### config.mk
export PLATFORM = sky130hd
export DESIGN_NAME = mod_counter_flat
export DESIGN_NICKNAME = d
export VERILOG_FILES = /design/src/rtl/disp_pkg.sv /design/src/rtl/mod_counter_if.sv /design/src/rtl/mod_counter_prescale.sv /design/src/rtl/mod_counter.sv /design/src/flat_wrapper.sv
export SDC_FILE = /design/constraint.sdc
export NUM_CORES = 1
export LEC_CHECK = 0
export BUFFER_PORTS_ARGS = -buffer_cell sky130_fd_sc_hd__buf_4
export CORE_AREA = 4 4 41 43
export CTS_BUF_LIST = sky130_fd_sc_hd__clkbuf_8
export CTS_CLUSTER_DIAMETER = 80
export CTS_CLUSTER_SIZE = 24
export DETAILED_ROUTE_END_ITERATION = 10
export DIE_AREA = 0 0 45 47
export PLACE_DENSITY = 0.61
export SLEW_MARGIN = 20
export SYNTH_ARGS = -nofsm -noshare
export SYNTH_HDL_FRONTEND = slang
export SYNTH_SLANG_ARGS = --single-unit
### constraint.sdc
create_clock -name clk -period 4.2 [get_ports clk]
set_clock_uncertainty 0.2 [all_clocks]
set_input_delay 0.84 -clock clk [delete_from_list [all_inputs] [get_ports clk]]
set_output_delay 0.84 -clock clk [all_outputs]
set_load 0.02 [all_outputs]
### src/rtl/disp_pkg.sv
// Shared display-controller package: direction encoding and an elaboration-time
// ceil(log2) helper used to size counters across the display blocks.
package disp_pkg;

  localparam logic DIR_UP   = 1'b1;
  localparam logic DIR_DOWN = 1'b0;

  // Number of bits needed to hold values 0..value-1; returns 0 for value <= 1.
  function automatic int clog2(input int value);
    int v;
    int r;
    v = value - 1;
    r = 0;
    while (v > 0) begin
      r++;
      v = v >> 1;
    end
    return r;
  endfunction

endpackage

### src/rtl/mod_counter_if.sv
// Control/status bundle of one mod_counter stage; the counter is the slave,
// whoever drives enable/load/clear is the master.
interface mod_counter_if #(
  parameter int WIDTH = 4
) ();

  logic             enable;
  logic             up_dn;
  logic             clear;
  logic             load;
  logic [WIDTH-1:0] load_val;
  logic [WIDTH-1:0] count;
  logic             tc;
  logic             cascade_en;
  logic             wrap;

  modport master (
    output enable, up_dn, clear, load, load_val,
    input  count, tc, cascade_en, wrap
  );

  modport slave (
    input  enable, up_dn, clear, load, load_val,
    output count, tc, cascade_en, wrap
  );

endinterface

### src/rtl/mod_counter_prescale.sv
// Enable prescaler: turns every PRESCALE-th qualifying enable into one step.
// With PRESCALE=1 it degenerates to a gated wire and holds no state.
module mod_counter_prescale
  import disp_pkg::*;
#(
  parameter int PRESCALE = 1
) (
  input  logic clk,
  input  logic rst_n,
  input  logic enable,
  input  logic sync_clr,
  output logic step
);

  if (PRESCALE == 1) begin : g_passthru
    logic unused_inputs;
    assign unused_inputs = ^{clk, sync_clr};
    // Gating with rst_n keeps cascade outputs quiet while the chain is in reset.
    assign step = enable && rst_n;
  end else begin : g_count
    localparam int PW = (clog2(PRESCALE) < 1) ? 1 : clog2(PRESCALE);
    localparam logic [PW-1:0] PRE_LAST = PW'(PRESCALE - 1);

    logic [PW-1:0] pre_cnt_q;
    logic [PW-1:0] pre_cnt_d;

    assign step = enable && rst_n && (pre_cnt_q == PRE_LAST);

    // NOTE: every always_comb output gets a default first so no path leaves it unassigned (no latch).
    always_comb begin
      pre_cnt_d = pre_cnt_q;
      if (sync_clr || step) begin
        pre_cnt_d = '0;
      end else if (enable) begin
        pre_cnt_d = pre_cnt_q + PW'(1);
      end
    end

    // NOTE: state registers use non-blocking assignments so all flops update together on the edge.
    always_ff @(posedge clk or negedge rst_n) begin
      if (!rst_n) begin
        pre_cnt_q <= '0;
      end else begin
        pre_cnt_q <= pre_cnt_d;
      end
    end
  end

endmodule

### src/rtl/mod_counter.sv
// Modulo-N up/down counter with prescaler, load/clear, wrap or saturate mode and
// a combinational cascade enable for chaining digit/divider stages.
module mod_counter
  import disp_pkg::*;
#(
  parameter int WIDTH    = 4,
  parameter int MODULUS  = 10,
  parameter int PRESCALE = 1,
  parameter int SATURATE = 0
) (
  input logic         clk,
  input logic         rst_n,
  mod_counter_if.slave bus
);

  localparam logic [WIDTH-1:0] LAST      = WIDTH'(MODULUS - 1);
  localparam bit               WRAP_MODE = (SATURATE == 0);

  logic [WIDTH-1:0] count_q;
  logic [WIDTH-1:0] count_d;
  logic             wrap_q;
  logic             wrap_d;
  logic             step;
  logic             tc;
  logic             wrap_event;

  mod_counter_prescale #(
    .PRESCALE (PRESCALE)
  ) u_prescale (
    .clk      (clk),
    .rst_n    (rst_n),
    .enable   (bus.enable),
    .sync_clr (bus.clear || bus.load),
    .step     (step)
  );

  // Terminal value depends on the direction currently requested, not the last step's.
  assign tc = (bus.up_dn == DIR_UP) ? (count_q == LAST) : (count_q == '0);

  assign wrap_event = WRAP_MODE && step && tc && !bus.clear && !bus.load;

  always_comb begin
    count_d = count_q;
    wrap_d  = wrap_event;
    if (bus.clear) begin
      count_d = '0;
    end else if (bus.load) begin
      count_d = (bus.load_val > LAST) ? LAST : bus.load_val;
    end else if (step) begin
      if (tc) begin
        if (WRAP_MODE) begin
          count_d = (bus.up_dn == DIR_DOWN) ? LAST : '0;
        end
      end else if (bus.up_dn == DIR_UP) begin
        count_d = count_q + WIDTH'(1);
      end else begin
        count_d = count_q - WIDTH'(1);
      end
    end
  end

  always_ff @(posedge clk or negedge rst_n) begin
    if (!rst_n) begin
      count_q <= '0;
      wrap_q  <= 1'b0;
    end else begin
      count_q <= count_d;
      wrap_q  <= wrap_d;
    end
  end

  assign bus.count      = count_q;
  assign bus.tc         = tc;
  assign bus.cascade_en = wrap_event;
  assign bus.wrap       = wrap_q;

endmodule

### src/flat_wrapper.sv
// flat-port wrapper written by rule: the top's interface ports become plain ports
module mod_counter_flat import disp_pkg::*;
#(
  parameter int WIDTH    = 4,
  parameter int MODULUS  = 10,
  parameter int PRESCALE = 1,
  parameter int SATURATE = 0
)
  (clk, rst_n, bus_enable, bus_up_dn, bus_clear, bus_load, bus_load_val, bus_count, bus_tc, bus_cascade_en, bus_wrap);
  mod_counter_if #(.WIDTH(WIDTH)) bus_i ();
  input logic clk;
  input logic rst_n;
  input wire logic [$bits(bus_i.enable)-1:0] bus_enable;
  input wire logic [$bits(bus_i.up_dn)-1:0] bus_up_dn;
  input wire logic [$bits(bus_i.clear)-1:0] bus_clear;
  input wire logic [$bits(bus_i.load)-1:0] bus_load;
  input wire logic [$bits(bus_i.load_val)-1:0] bus_load_val;
  output wire logic [$bits(bus_i.count)-1:0] bus_count;
  output wire logic [$bits(bus_i.tc)-1:0] bus_tc;
  output wire logic [$bits(bus_i.cascade_en)-1:0] bus_cascade_en;
  output wire logic [$bits(bus_i.wrap)-1:0] bus_wrap;
  assign bus_i.enable = bus_enable;
  assign bus_i.up_dn = bus_up_dn;
  assign bus_i.clear = bus_clear;
  assign bus_i.load = bus_load;
  assign bus_i.load_val = bus_load_val;
  assign bus_count = bus_i.count;
  assign bus_tc = bus_i.tc;
  assign bus_cascade_en = bus_i.cascade_en;
  assign bus_wrap = bus_i.wrap;
  mod_counter #(.WIDTH(WIDTH), .MODULUS(MODULUS), .PRESCALE(PRESCALE), .SATURATE(SATURATE)) u_core (.clk(clk), .rst_n(rst_n), .bus(bus_i));
endmodule
==> results.py <==
metrics = {
    "drt": {
        "routed_wl_microns": 977,
        "drt_iter0_drc": 9,
        "drc": 0,
        "drtAntennaViolNets": 0,
        "wl_met1_microns": 451,
        "vias": 422,
        "top_layer": "met3",
        "drt_first_pass_iters": 4,
        "viasPerCell": 4.91,
        "wl_per_cell_microns": 11.4,
        "routed-wl-met2_microns": 466,
        "dr_wl_met3_microns": 59,
    },
    "synth": {
        "synthesis.nets": 66,
        "synth-seq-area-share_pct": 27.9,
        "yosys-top-cells-count": "nor2_1 (6), a21oi_1 (5), dfrtp_1 (5), nand2_1 (4)",
        "ys_top_cells_by_area": "dfrtp_1 (28%), a21oi_1 (5.6%), ha_1 (5.6%)",
        "netlist_area_sq_um": 448,
        "synth_edf_count": 0,
        "yosys_warnings": 0,
        "synth_top_area_share_pct": 27.9,
        "synth_top_area_cell": "dfrtp_1",
        "ys_async_sr_fraction_pct": 100,
        "synth_cell_type_count": 27,
        "synth_seq_cells": 5,
        "yosysMostFrequentCell": "nor2_1",
        "synth.avg_cell_area_sq_um": 8.45,
        "syn_inst": 53,
        "ys.flop_type": "dfrtp_1",
    },
    "timing": {
        "setup_tns_ps": 0,
        "rsz0062_at_grt": "false",
        "hold_viol": 0,
        "min_period_ps": 3010,
        "setup_viol": 0,
        "period_share_pct": 71.7,
        "slew_violations": 0,
        "maxSlewHeadroom_pct": 78.7,
        "fmax_mhz": 332,
        "worstMarginPinSlew_ps": 311,
    },
    "power_and_ir_drop": {
        "power.total_uw": 193,
        "p_leak_uw": 0.000284,
        "power-per-cell-area_nw_per_um2": 313,
        "vdd.ir_drop.worst_v": 0.000155,
    },
    "place": {
        "dpl-instance-area_sq_um": 571,
        "portBuffers": 16,
        "globalplace.congestion": 0.775,
        "hpwl_microns": 796,
    },
    "critical_path": {
        "path_delay_family": "simple AND/OR/NAND/NOR gates",
        "crit_path_end_kind": "output pin",
        "cpMaxStageDelayCell": "or3_1",
        "start_kind": "input port",
        "cpMostUsedCell": "buf_4",
        "worst-path-buf-inv": 2,
        "worstPathMaxFanout": 7,
        "critical-path-max-stage-delay_ps": 320,
        "required_ps": 3160,
        "critical_path_class": "in -> out",
        "cp.arrival_ps": 1970,
        "crit_chain": "buf_4 -> or3_1 -> a21boi_2 -> nor4b_4 -> buf_4",
    },
    "grt": {
        "grt_usage_pct": 11.1,
        "grt_max_degree": 11,
        "grt_pass1_wl_microns": 1620,
        "antenna_found_initial": 0,
        "grt_pass1_vias": 397,
        "overflow": 0,
    },
    "clock_network": {
        "cts_buffers": 3,
        "cts.clk_slew.worst_paths_ps": 40,
        "cts_hold_buf": 0,
        "root_buffer": "clkbuf_8",
        "cts_resized": 0,
        "htreeDepth": 1,
        "clock-sinks": 5,
        "clockBufferDepth": 2,
        "cts_tree": "built",
        "clk_latency_ps": 220,
        "cts_setup_buffers": 0,
    },
    "finish": {
        "final.fill_count": 139,
        "utilization_pct": 47.3,
        "seq_area_sq_um": 125,
        "drive_gt1_share_pct": 31.0,
        "antennaDiodeCount": 0,
        "multi_input_area_sq_um": 295,
        "syn2layout_area_growth_pct": 37.4,
        "layout.nets": 85,
        "design_area_sq_um": 616,
    },
    "floorplanning": {
        "num_io_pins": 17,
        "coreArea_sq_um": 1300,
        "num_rows": 13,
        "die_h_microns": 47,
        "dieArea_sq_um": 2120,
        "initial_core_util_pct": 34.4,
        "die_w_microns": 45,
    },
    "run": {
        "max_cap_violations": 0,
    },
    "min_path": {
        "hp-class": "in -> async",
    },
    "status": {
        "status": "finished clean",
    },
}
-- worst paths after layout --
check,to,slack (ps),depth (start not counted),from
min in group clk,u_core.bus.count[2],520,4,u_core.bus.count[2]
setup / recovery,bus_cascade_en,1190,5,bus_up_dn
setup reg to reg,u_core.bus.count[3],2220,6,u_core.bus.count[2]
hold reg to reg,u_core.bus.count[2],520,4,u_core.bus.count[2]
hold / removal,u_core.bus.wrap,220,1,rst_n
max in group asynchronous,u_core.bus.count[3],3460,1,rst_n
-- kinds of logic (layout without fill, tap and decap cells) --
group	after synthesis	count (layout)	synth area share (%)
buf+inv	5	23	6.14
simple gates	25	25	33.5
xor+xnor	2	2	3.91
flops	5	5	27.9
fa+ha+maj	3	3	10.1
compound gates	13	13	18.4
-- registers in the layout (all words and copies together) (netlist names) --
name              flops
u_core.bus.wrap       1
u_core.bus.count      4
-- metrics by stage --
step,hold slack [ps],worst slack [ps],instances
floorplan,344,1270,53
global placement,453,1250,82
detailed placement,456,1170,82
CTS,218,1170,86
global route,221,1140,86
finish,223,1190,86
-- power breakdown --
group	switching [uW]	leakage [uW]	internal, uW
sequential	5.18	0.0000669	51.1
combinational	25.2	0.000190	24.0
clock	24.2	0.0000269	62.7
-- final cells by class --
cell class / instances / share of cell area (%)
Timing Repair Buffer: 16 / 19.5
Sequential cell: 5 / 20.3
Inverter: 3 / 1.83
Clock inverter: 1 / 0.610
Tap cell: 15 / 3.05
Clock buffer: 3 / 6.71
Multi-Input combinational cell: 43 / 48.0
-- layer usage --
metal	vias to the layer above	GRT usage, %
li1	223	-
met1	189	14.0
met2	10	16.4
met3	0	2.30
met4	0	8.77
met5	-	0
-- layout by cell type, fill, tap and decap left out, types with 2 or more instances in the layout --
| cell type | n |
|---|---|
| nor2_1 | 6 |
| dfrtp_1 | 5 |
| nand3_1 | 2 |
| nand2_1 | 4 |
| clkbuf_8 | 3 |
| nand2b_1 | 2 |
| inv_1 | 4 |
| o21ai_0 | 3 |
| buf_4 | 16 |
| ha_1 | 2 |
| nand3b_1 | 3 |
| a21oi_1 | 5 |
| o31ai_1 | 2 |
(Power assumes the default switching activity.)
